==> config.mk <==
export PLATFORM = sky130hd
export DESIGN_NAME = img_scale_copier
export DESIGN_NICKNAME = d
export VERILOG_FILES = /design/src/rtl/img_scale_pkg.sv /design/src/rtl/scale_addr_gen.sv /design/src/rtl/img_scale_copier.sv
export SDC_FILE = /design/constraint.sdc
export NUM_CORES = 1
export LEC_CHECK = 0
export CORE_UTILIZATION = 50
export DETAILED_ROUTE_END_ITERATION = 10
export PLACE_DENSITY = 0.73
export SETUP_SLACK_MARGIN = 0.2
export SLEW_MARGIN = 40
export SYNTH_ARGS = -nofsm -noshare
export SYNTH_HDL_FRONTEND = slang
export SYNTH_SLANG_ARGS = --single-unit
export TNS_END_PERCENT = 50
==> constraint.sdc <==
create_clock -name clk -period 9.4 [get_ports clk]
set_input_delay 1.41 -clock clk [delete_from_list [all_inputs] [get_ports clk]]
set_output_delay 1.41 -clock clk [all_outputs]
set_load 0.1 [all_outputs]
==> src/rtl/img_scale_pkg.sv <==
// Shared definitions for the scaling ROM-to-framebuffer copier: mode encodings,
// FSM states and width helpers.
package img_scale_pkg;

    localparam logic [1:0] MODE_ZOOM = 2'b00;
    localparam logic [1:0] MODE_DEC  = 2'b01;
    localparam logic [1:0] MODE_COPY = 2'b10;
    localparam logic [1:0] MODE_AVG  = 2'b11;

    // Width of destination dimension and coordinate counters.
    localparam int unsigned DIM_W = 10;

    typedef enum logic [2:0] {
        StInit,
        StIssue,
        StCapture,
        StWrite,
        StDone
    } state_e;

    function automatic int unsigned clog2(input int unsigned value);
        int unsigned result;
        result = 0;
        while ((32'd1 << result) < value) begin
            result = result + 1;
        end
        return result;
    endfunction

    // FATOR^2 pixels of PIX_W bits each sum without overflow in this width.
    function automatic int unsigned acc_width(input int unsigned pix_w,
                                              input int unsigned fator);
        return pix_w + 2 * clog2(fator);
    endfunction

endpackage

==> src/rtl/scale_addr_gen.sv <==
// Destination/source/sub-pixel counters and ROM/RAM address generation for the
// scaling copier.
module scale_addr_gen
    import img_scale_pkg::*;
#(
    parameter int unsigned SRC_W  = 160,
    parameter int unsigned SRC_H  = 120,
    parameter int unsigned FATOR  = 2,
    parameter int unsigned ADDR_W = 19
) (
    input  logic              clk_i,
    input  logic              rst_ni,
    input  logic              init_i,
    input  logic [1:0]        init_mode_i,
    input  logic [1:0]        mode_i,
    input  logic              read_step_i,
    input  logic              pixel_step_i,
    output logic              last_read_o,
    output logic              last_pixel_o,
    output logic [ADDR_W-1:0] rom_addr_o,
    output logic [ADDR_W-1:0] ram_wraddr_o,
    output logic [DIM_W-1:0]  dst_w_o,
    output logic [DIM_W-1:0]  dst_h_o
);

    localparam int unsigned SubW = clog2(FATOR);

    localparam logic [SubW-1:0]   SubMax = SubW'(FATOR - 1);
    localparam logic [DIM_W-1:0]  FStep  = DIM_W'(FATOR);
    localparam logic [DIM_W-1:0]  ZoomW  = DIM_W'(SRC_W * FATOR);
    localparam logic [DIM_W-1:0]  ZoomH  = DIM_W'(SRC_H * FATOR);
    localparam logic [DIM_W-1:0]  DecW   = DIM_W'(SRC_W / FATOR);
    localparam logic [DIM_W-1:0]  DecH   = DIM_W'(SRC_H / FATOR);
    localparam logic [DIM_W-1:0]  CopyW  = DIM_W'(SRC_W);
    localparam logic [DIM_W-1:0]  CopyH  = DIM_W'(SRC_H);
    localparam logic [ADDR_W-1:0] SrcWA  = ADDR_W'(SRC_W);

    logic [DIM_W-1:0]  dst_x_q, dst_x_d, dst_y_q, dst_y_d;
    logic [DIM_W-1:0]  base_x_q, base_x_d, base_y_q, base_y_d;
    logic [SubW-1:0]   sub_x_q, sub_x_d, sub_y_q, sub_y_d;
    logic [SubW-1:0]   bx_q, bx_d, by_q, by_d;
    logic [ADDR_W-1:0] wraddr_q, wraddr_d;
    logic [DIM_W-1:0]  dst_w_q, dst_w_d, dst_h_q, dst_h_d;
    logic [DIM_W-1:0]  step;
    logic [DIM_W-1:0]  src_x, src_y;

    // Inner block offsets stay zero outside average mode.
    assign src_x        = base_x_q + DIM_W'(bx_q);
    assign src_y        = base_y_q + DIM_W'(by_q);
    assign rom_addr_o   = ADDR_W'(src_y) * SrcWA + ADDR_W'(src_x);
    assign ram_wraddr_o = wraddr_q;
    assign dst_w_o      = dst_w_q;
    assign dst_h_o      = dst_h_q;
    assign last_read_o  = (mode_i != MODE_AVG) || ((bx_q == SubMax) && (by_q == SubMax));
    assign last_pixel_o = (dst_x_q == dst_w_q - DIM_W'(1)) && (dst_y_q == dst_h_q - DIM_W'(1));
    assign step         = (mode_i == MODE_COPY) ? DIM_W'(1) : FStep;

    always_comb begin
        dst_x_d  = dst_x_q;
        dst_y_d  = dst_y_q;
        base_x_d = base_x_q;
        base_y_d = base_y_q;
        sub_x_d  = sub_x_q;
        sub_y_d  = sub_y_q;
        bx_d     = bx_q;
        by_d     = by_q;
        wraddr_d = wraddr_q;
        dst_w_d  = dst_w_q;
        dst_h_d  = dst_h_q;
        if (init_i) begin
            dst_x_d  = '0;
            dst_y_d  = '0;
            base_x_d = '0;
            base_y_d = '0;
            sub_x_d  = '0;
            sub_y_d  = '0;
            bx_d     = '0;
            by_d     = '0;
            wraddr_d = '0;
            unique case (init_mode_i)
                MODE_ZOOM: begin
                    dst_w_d = ZoomW;
                    dst_h_d = ZoomH;
                end
                MODE_COPY: begin
                    dst_w_d = CopyW;
                    dst_h_d = CopyH;
                end
                MODE_DEC, MODE_AVG: begin
                    dst_w_d = DecW;
                    dst_h_d = DecH;
                end
                default: begin
                    dst_w_d = CopyW;
                    dst_h_d = CopyH;
                end
            endcase
        end else begin
            if (read_step_i && !last_read_o) begin
                if (bx_q == SubMax) begin
                    bx_d = '0;
                    by_d = by_q + SubW'(1);
                end else begin
                    bx_d = bx_q + SubW'(1);
                end
            end
            // The final pixel leaves every counter frozen so rom_addr holds.
            if (pixel_step_i && !last_pixel_o) begin
                wraddr_d = wraddr_q + ADDR_W'(1);
                bx_d     = '0;
                by_d     = '0;
                if (dst_x_q == dst_w_q - DIM_W'(1)) begin
                    dst_x_d  = '0;
                    base_x_d = '0;
                    sub_x_d  = '0;
                    dst_y_d  = dst_y_q + DIM_W'(1);
                    if (mode_i == MODE_ZOOM) begin
                        if (sub_y_q == SubMax) begin
                            sub_y_d  = '0;
                            base_y_d = base_y_q + DIM_W'(1);
                        end else begin
                            sub_y_d = sub_y_q + SubW'(1);
                        end
                    end else begin
                        base_y_d = base_y_q + step;
                    end
                end else begin
                    dst_x_d = dst_x_q + DIM_W'(1);
                    if (mode_i == MODE_ZOOM) begin
                        if (sub_x_q == SubMax) begin
                            sub_x_d  = '0;
                            base_x_d = base_x_q + DIM_W'(1);
                        end else begin
                            sub_x_d = sub_x_q + SubW'(1);
                        end
                    end else begin
                        base_x_d = base_x_q + step;
                    end
                end
            end
        end
    end

    always_ff @(posedge clk_i or negedge rst_ni) begin
        if (!rst_ni) begin
            dst_x_q  <= '0;
            dst_y_q  <= '0;
            base_x_q <= '0;
            base_y_q <= '0;
            sub_x_q  <= '0;
            sub_y_q  <= '0;
            bx_q     <= '0;
            by_q     <= '0;
            wraddr_q <= '0;
            dst_w_q  <= '0;
            dst_h_q  <= '0;
        end else begin
            dst_x_q  <= dst_x_d;
            dst_y_q  <= dst_y_d;
            base_x_q <= base_x_d;
            base_y_q <= base_y_d;
            sub_x_q  <= sub_x_d;
            sub_y_q  <= sub_y_d;
            bx_q     <= bx_d;
            by_q     <= by_d;
            wraddr_q <= wraddr_d;
            dst_w_q  <= dst_w_d;
            dst_h_q  <= dst_h_d;
        end
    end

endmodule

==> src/rtl/img_scale_copier.sv <==
// Copies a grayscale image from the synchronous ROM into framebuffer RAM, scaled by
// replication, decimation, 1:1 copy or box averaging.
module img_scale_copier
    import img_scale_pkg::*;
#(
    parameter int unsigned SRC_W  = 160,
    parameter int unsigned SRC_H  = 120,
    parameter int unsigned FATOR  = 2,
    parameter int unsigned PIX_W  = 8,
    parameter int unsigned ADDR_W = 19
) (
    input  logic              clk,
    input  logic              reset_n,
    input  logic [1:0]        mode,
    input  logic              start,
    output logic [ADDR_W-1:0] rom_addr,
    input  logic [PIX_W-1:0]  rom_data,
    output logic [ADDR_W-1:0] ram_wraddr,
    output logic [PIX_W-1:0]  ram_data,
    output logic              ram_wren,
    output logic              busy,
    output logic              done,
    output logic [9:0]        dst_w,
    output logic [9:0]        dst_h
);

    localparam int unsigned AccW  = acc_width(PIX_W, FATOR);
    localparam int unsigned Shift = 2 * clog2(FATOR);

    if ((FATOR < 2) || (FATOR > 8) || ((FATOR & (FATOR - 1)) != 0)) begin : g_bad_fator
        $error("FATOR must be a power of two between 2 and 8");
    end
    if (((SRC_W % FATOR) != 0) || ((SRC_H % FATOR) != 0)) begin : g_bad_src
        $error("SRC_W and SRC_H must be multiples of FATOR");
    end
    if ((SRC_W * FATOR > 1023) || (SRC_H * FATOR > 1023)) begin : g_bad_dim
        $error("zoomed destination does not fit the 10-bit dimension outputs");
    end

    state_e            state_q, state_d;
    logic [1:0]        mode_q, mode_d;
    logic [AccW-1:0]   acc_q, acc_d;
    logic              busy_q, busy_d;
    logic              done_q, done_d;
    logic              init, read_step, pixel_step;
    logic              last_read, last_pixel;
    logic              restart;

    assign restart  = start || (mode != mode_q);
    assign busy     = busy_q;
    assign done     = done_q;
    assign ram_data = (mode_q == MODE_AVG) ? PIX_W'(acc_q >> Shift) : acc_q[PIX_W-1:0];

    scale_addr_gen #(
        .SRC_W  (SRC_W),
        .SRC_H  (SRC_H),
        .FATOR  (FATOR),
        .ADDR_W (ADDR_W)
    ) u_addr_gen (
        .clk_i        (clk),
        .rst_ni       (reset_n),
        .init_i       (init),
        .init_mode_i  (mode),
        .mode_i       (mode_q),
        .read_step_i  (read_step),
        .pixel_step_i (pixel_step),
        .last_read_o  (last_read),
        .last_pixel_o (last_pixel),
        .rom_addr_o   (rom_addr),
        .ram_wraddr_o (ram_wraddr),
        .dst_w_o      (dst_w),
        .dst_h_o      (dst_h)
    );

    always_comb begin
        state_d    = state_q;
        mode_d     = mode_q;
        acc_d      = acc_q;
        busy_d     = busy_q;
        done_d     = done_q;
        init       = 1'b0;
        read_step  = 1'b0;
        pixel_step = 1'b0;
        ram_wren   = 1'b0;
        unique case (state_q)
            StInit: begin
                init    = 1'b1;
                mode_d  = mode;
                acc_d   = '0;
                busy_d  = 1'b1;
                done_d  = 1'b0;
                state_d = StIssue;
            end
            StIssue: begin
                state_d = StCapture;
            end
            StCapture: begin
                acc_d     = acc_q + AccW'(rom_data);
                read_step = 1'b1;
                state_d   = last_read ? StWrite : StIssue;
            end
            StWrite: begin
                ram_wren   = 1'b1;
                pixel_step = 1'b1;
                acc_d      = '0;
                if (last_pixel) begin
                    state_d = StDone;
                    busy_d  = 1'b0;
                    done_d  = 1'b1;
                end else begin
                    state_d = StIssue;
                end
            end
            StDone: begin
                state_d = StDone;
            end
            default: begin
                state_d = StInit;
            end
        endcase
        // A write in flight this cycle still happens; only the next state changes.
        if ((state_q != StInit) && restart) begin
            state_d = StInit;
            busy_d  = 1'b1;
            done_d  = 1'b0;
        end
    end

    always_ff @(posedge clk or negedge reset_n) begin
        if (!reset_n) begin
            state_q <= StInit;
            mode_q  <= MODE_ZOOM;
            acc_q   <= '0;
            busy_q  <= 1'b0;
            done_q  <= 1'b0;
        end else begin
            state_q <= state_d;
            mode_q  <= mode_d;
            acc_q   <= acc_d;
            busy_q  <= busy_d;
            done_q  <= done_d;
        end
    end

endmodule

==> flow_summary.ini <==
[floorplanning]
die_area_um2 = 13500
fp.dieH_um = 116
initial_core_util = 0.514
fp.dieW_um = 116
core_um2 = 12700
io_pins = 82
rows = 41

[place]
gp_congestion = 0.862
io_buffer_count = 71
dp_hpwl_um = 10200

[sta]
finalSetupTns_ps = 0
setup_viol = 0
hold_viol = 0
fmaxAchievable_ghz = 0.172
hold_ws_ps = 540
worst_pin_slew_ps = 832
skew_ps = 10.5
finalCritPeriodShare = 0.619
post-route-min-period_ps = 5820
slew_headroom = 0.445
drv_slew = 0
rsz0062_at_grt = no

[grt]
top_usage_layer = met2
grt_pass1_vias = 5383
met2_usage = 0.397
grt_start_max_net_pins = 88
grtUsageMet3 = 0.0291
grt.overflow.total = 0
grtUsageMet1 = 0.296
grt_use_total = 0.228
antenna_found_initial = 0
grt_pass1_wl_um = 24800

[synth]
netlist_area_um2 = 6510
synth_xor_area_frac = 0.0895
synth_simple_gate_area_frac = 0.211
synthFlopType = dfrtp_1
synth_compound_area_frac = 0.178
ys_ff_latch = 87
async_reset_ff_frac = 1.00
synth.avg_cell_area_um2 = 8.93
synth_edf_count = 0
netlist-cell-type-count = 69
synth_top_family_by_area = simple AND/OR/NAND/NOR gates
synthMuxAreaShare = 0.0400
ys.warnings.count = 0
synth_cells = 729
yosysSeqAreaShare = 0.334
synthAdderAreaFrac = 0.0884

[clocking]
clk_latency_ps = 340
cts_resized = 0
cts_made_buffers = 9
h-tree-depth = 3
clock-root-buffer = clkbuf_16
hold_buffers = 0
clock_tree.buffer_depth = 2
cts_setup_buffers = 0
cts.sinks = 87
path_clk_slew_ps = 70
cts_tree = yes

[routing]
antenna_left = 0
routed_via_density = 5.86
drt_pass1_iterations = 6
wl_per_cell_um = 15.2
drc = 0
routed-via-count = 5594
routed_wl_um = 14500
drt_iter0_drc = 324

[setup_path]
worstPathArrival_ps = 4410
end_kind = output pin
crit_required_ps = 7990
startpoint_type = flip-flop
criticalPathCategory = flip-flop to output pin
path_max_fanout = 4

[worst_hold_path]
hold_path.class = flip-flop to flip-flop

[pwr]
p_leak_uw = 0.00340
p_per_area_nw_per_um2 = 207
ir_drop_mv = 0.199

[finish]
syn2layout_area_growth_pct = 11.5
final_common_cell = dfrtp_1
n_antenna_cell = 0
nFillCells = 1129
final_cell_mix = 87 x dfrtp_1, 62 x nand2_1, 59 x buf_2
drive_gt1_frac = 0.132
nets = 835

[job]
maxCapViolCount = 0

[status]
outcome = finished clean
cells in the mapped netlist, types with 21 or more instances:
cell	n	share of area
xnor2_1	31	0.042
a21oi_1	46	0.035
o21ai_0	26	0.020
xor2_1	33	0.044
ha_1	38	0.073
clkbuf_1	21	0.012
nand3_1	35	0.027
inv_1	31	0.018
dfrtp_1	87	0.33
nand2_1	62	0.036
nor2_1	49	0.028
report_power, final:
part | switching, µW | internal [µW] | leakage, µW
Clock | 145 | 218 | 0.000147
Sequential | 65.5 | 406 | 0.00118
Combinational | 505 | 166 | 0.00207
Total | 715 | 790 | 0.00340
sequential cells by signal (all words and copies together), names as in the netlist:
name	count
state_q	3
u_addr_gen.sub_y_q	1
u_addr_gen.bx_q	1
u_addr_gen.by_q	1
done	1
u_addr_gen.dst_y_q	10
u_addr_gen.base_y_q	10
mode_q	2
acc_q	10
u_addr_gen.dst_w_o	3
u_addr_gen.sub_x_q	1
busy	1
u_addr_gen.ram_wraddr_o	19
u_addr_gen.dst_x_q	10
u_addr_gen.base_x_q	10
u_addr_gen.dst_h_o	4
per-stage QoR:
step / std cells / total power [µW] / util / setup slack [ps] / area, µm²
after global routing: 954 / 1580 / 0.573 / 3350 / 7260
after floorplan: 738 / 1040 / - / 2580 / 6550
final: 954 / 1510 / 0.573 / 3580 / 7260
after detailed placement: 940 / 1150 / 0.550 / 3960 / 6960
after global placement: 940 / 1160 / 0.572 / 3330 / 7250
after CTS: 954 / 1510 / 0.573 / 3580 / 7260
cell families (layout without fill, tap and decap cells):
logic type,after synthesis,count (layout)
xor+xnor,65,65
buf+inv,77,121
other cells,1,10
fa+ha+maj,43,43
simple gates,263,263
compound gates,168,168
flops,87,87
mux,25,25
final cells by class:
class,instances,area (µm²),share of cell area
multi-input combinational,574,4000,0.551
sequential,87,2180,0.300
timing repair buffer,75,449,0.0619
clock buffer,11,253,0.0348
tap,172,215,0.0296
inverter,32,120,0.0165
clock inverter,3,43.8,0.00603
layer usage:
metal	vias to the layer above	routed length, µm
li1	2739	-
met1	2736	6580
met2	105	7240
met3	14	436
met4	0	203
met5	-	0
final timing paths:
kind | end | from | cells past startpoint | slack [ps]
min in group asynchronous | acc_q[5] | reset_n | 1 | 1080
hold reg to reg | busy | busy | 2 | 540
hold / removal | busy | busy | 2 | 540
setup reg to reg | state_q[2] | u_addr_gen.dst_h_o[2] | 9 | 5720
max in group asynchronous | u_addr_gen.dst_y_q[6] | reset_n | 1 | 7760
setup / recovery | rom_addr[17] | u_addr_gen.by_q | 13 | 3580
worst max-delay path, cell delays in order, from the launching register on:
cell,delay [ps]
dfrtp_1,420
ha_1,230
ha_1,220
nand3_1,100
xor2_1,180
inv_1,100
ha_1,340
fa_1,480
ha_1,320
a21boi_0,340
o2111ai_1,190
or3_1,380
o32ai_1,280
buf_2,470
Note: power is estimated with default switching activity, not from simulation.
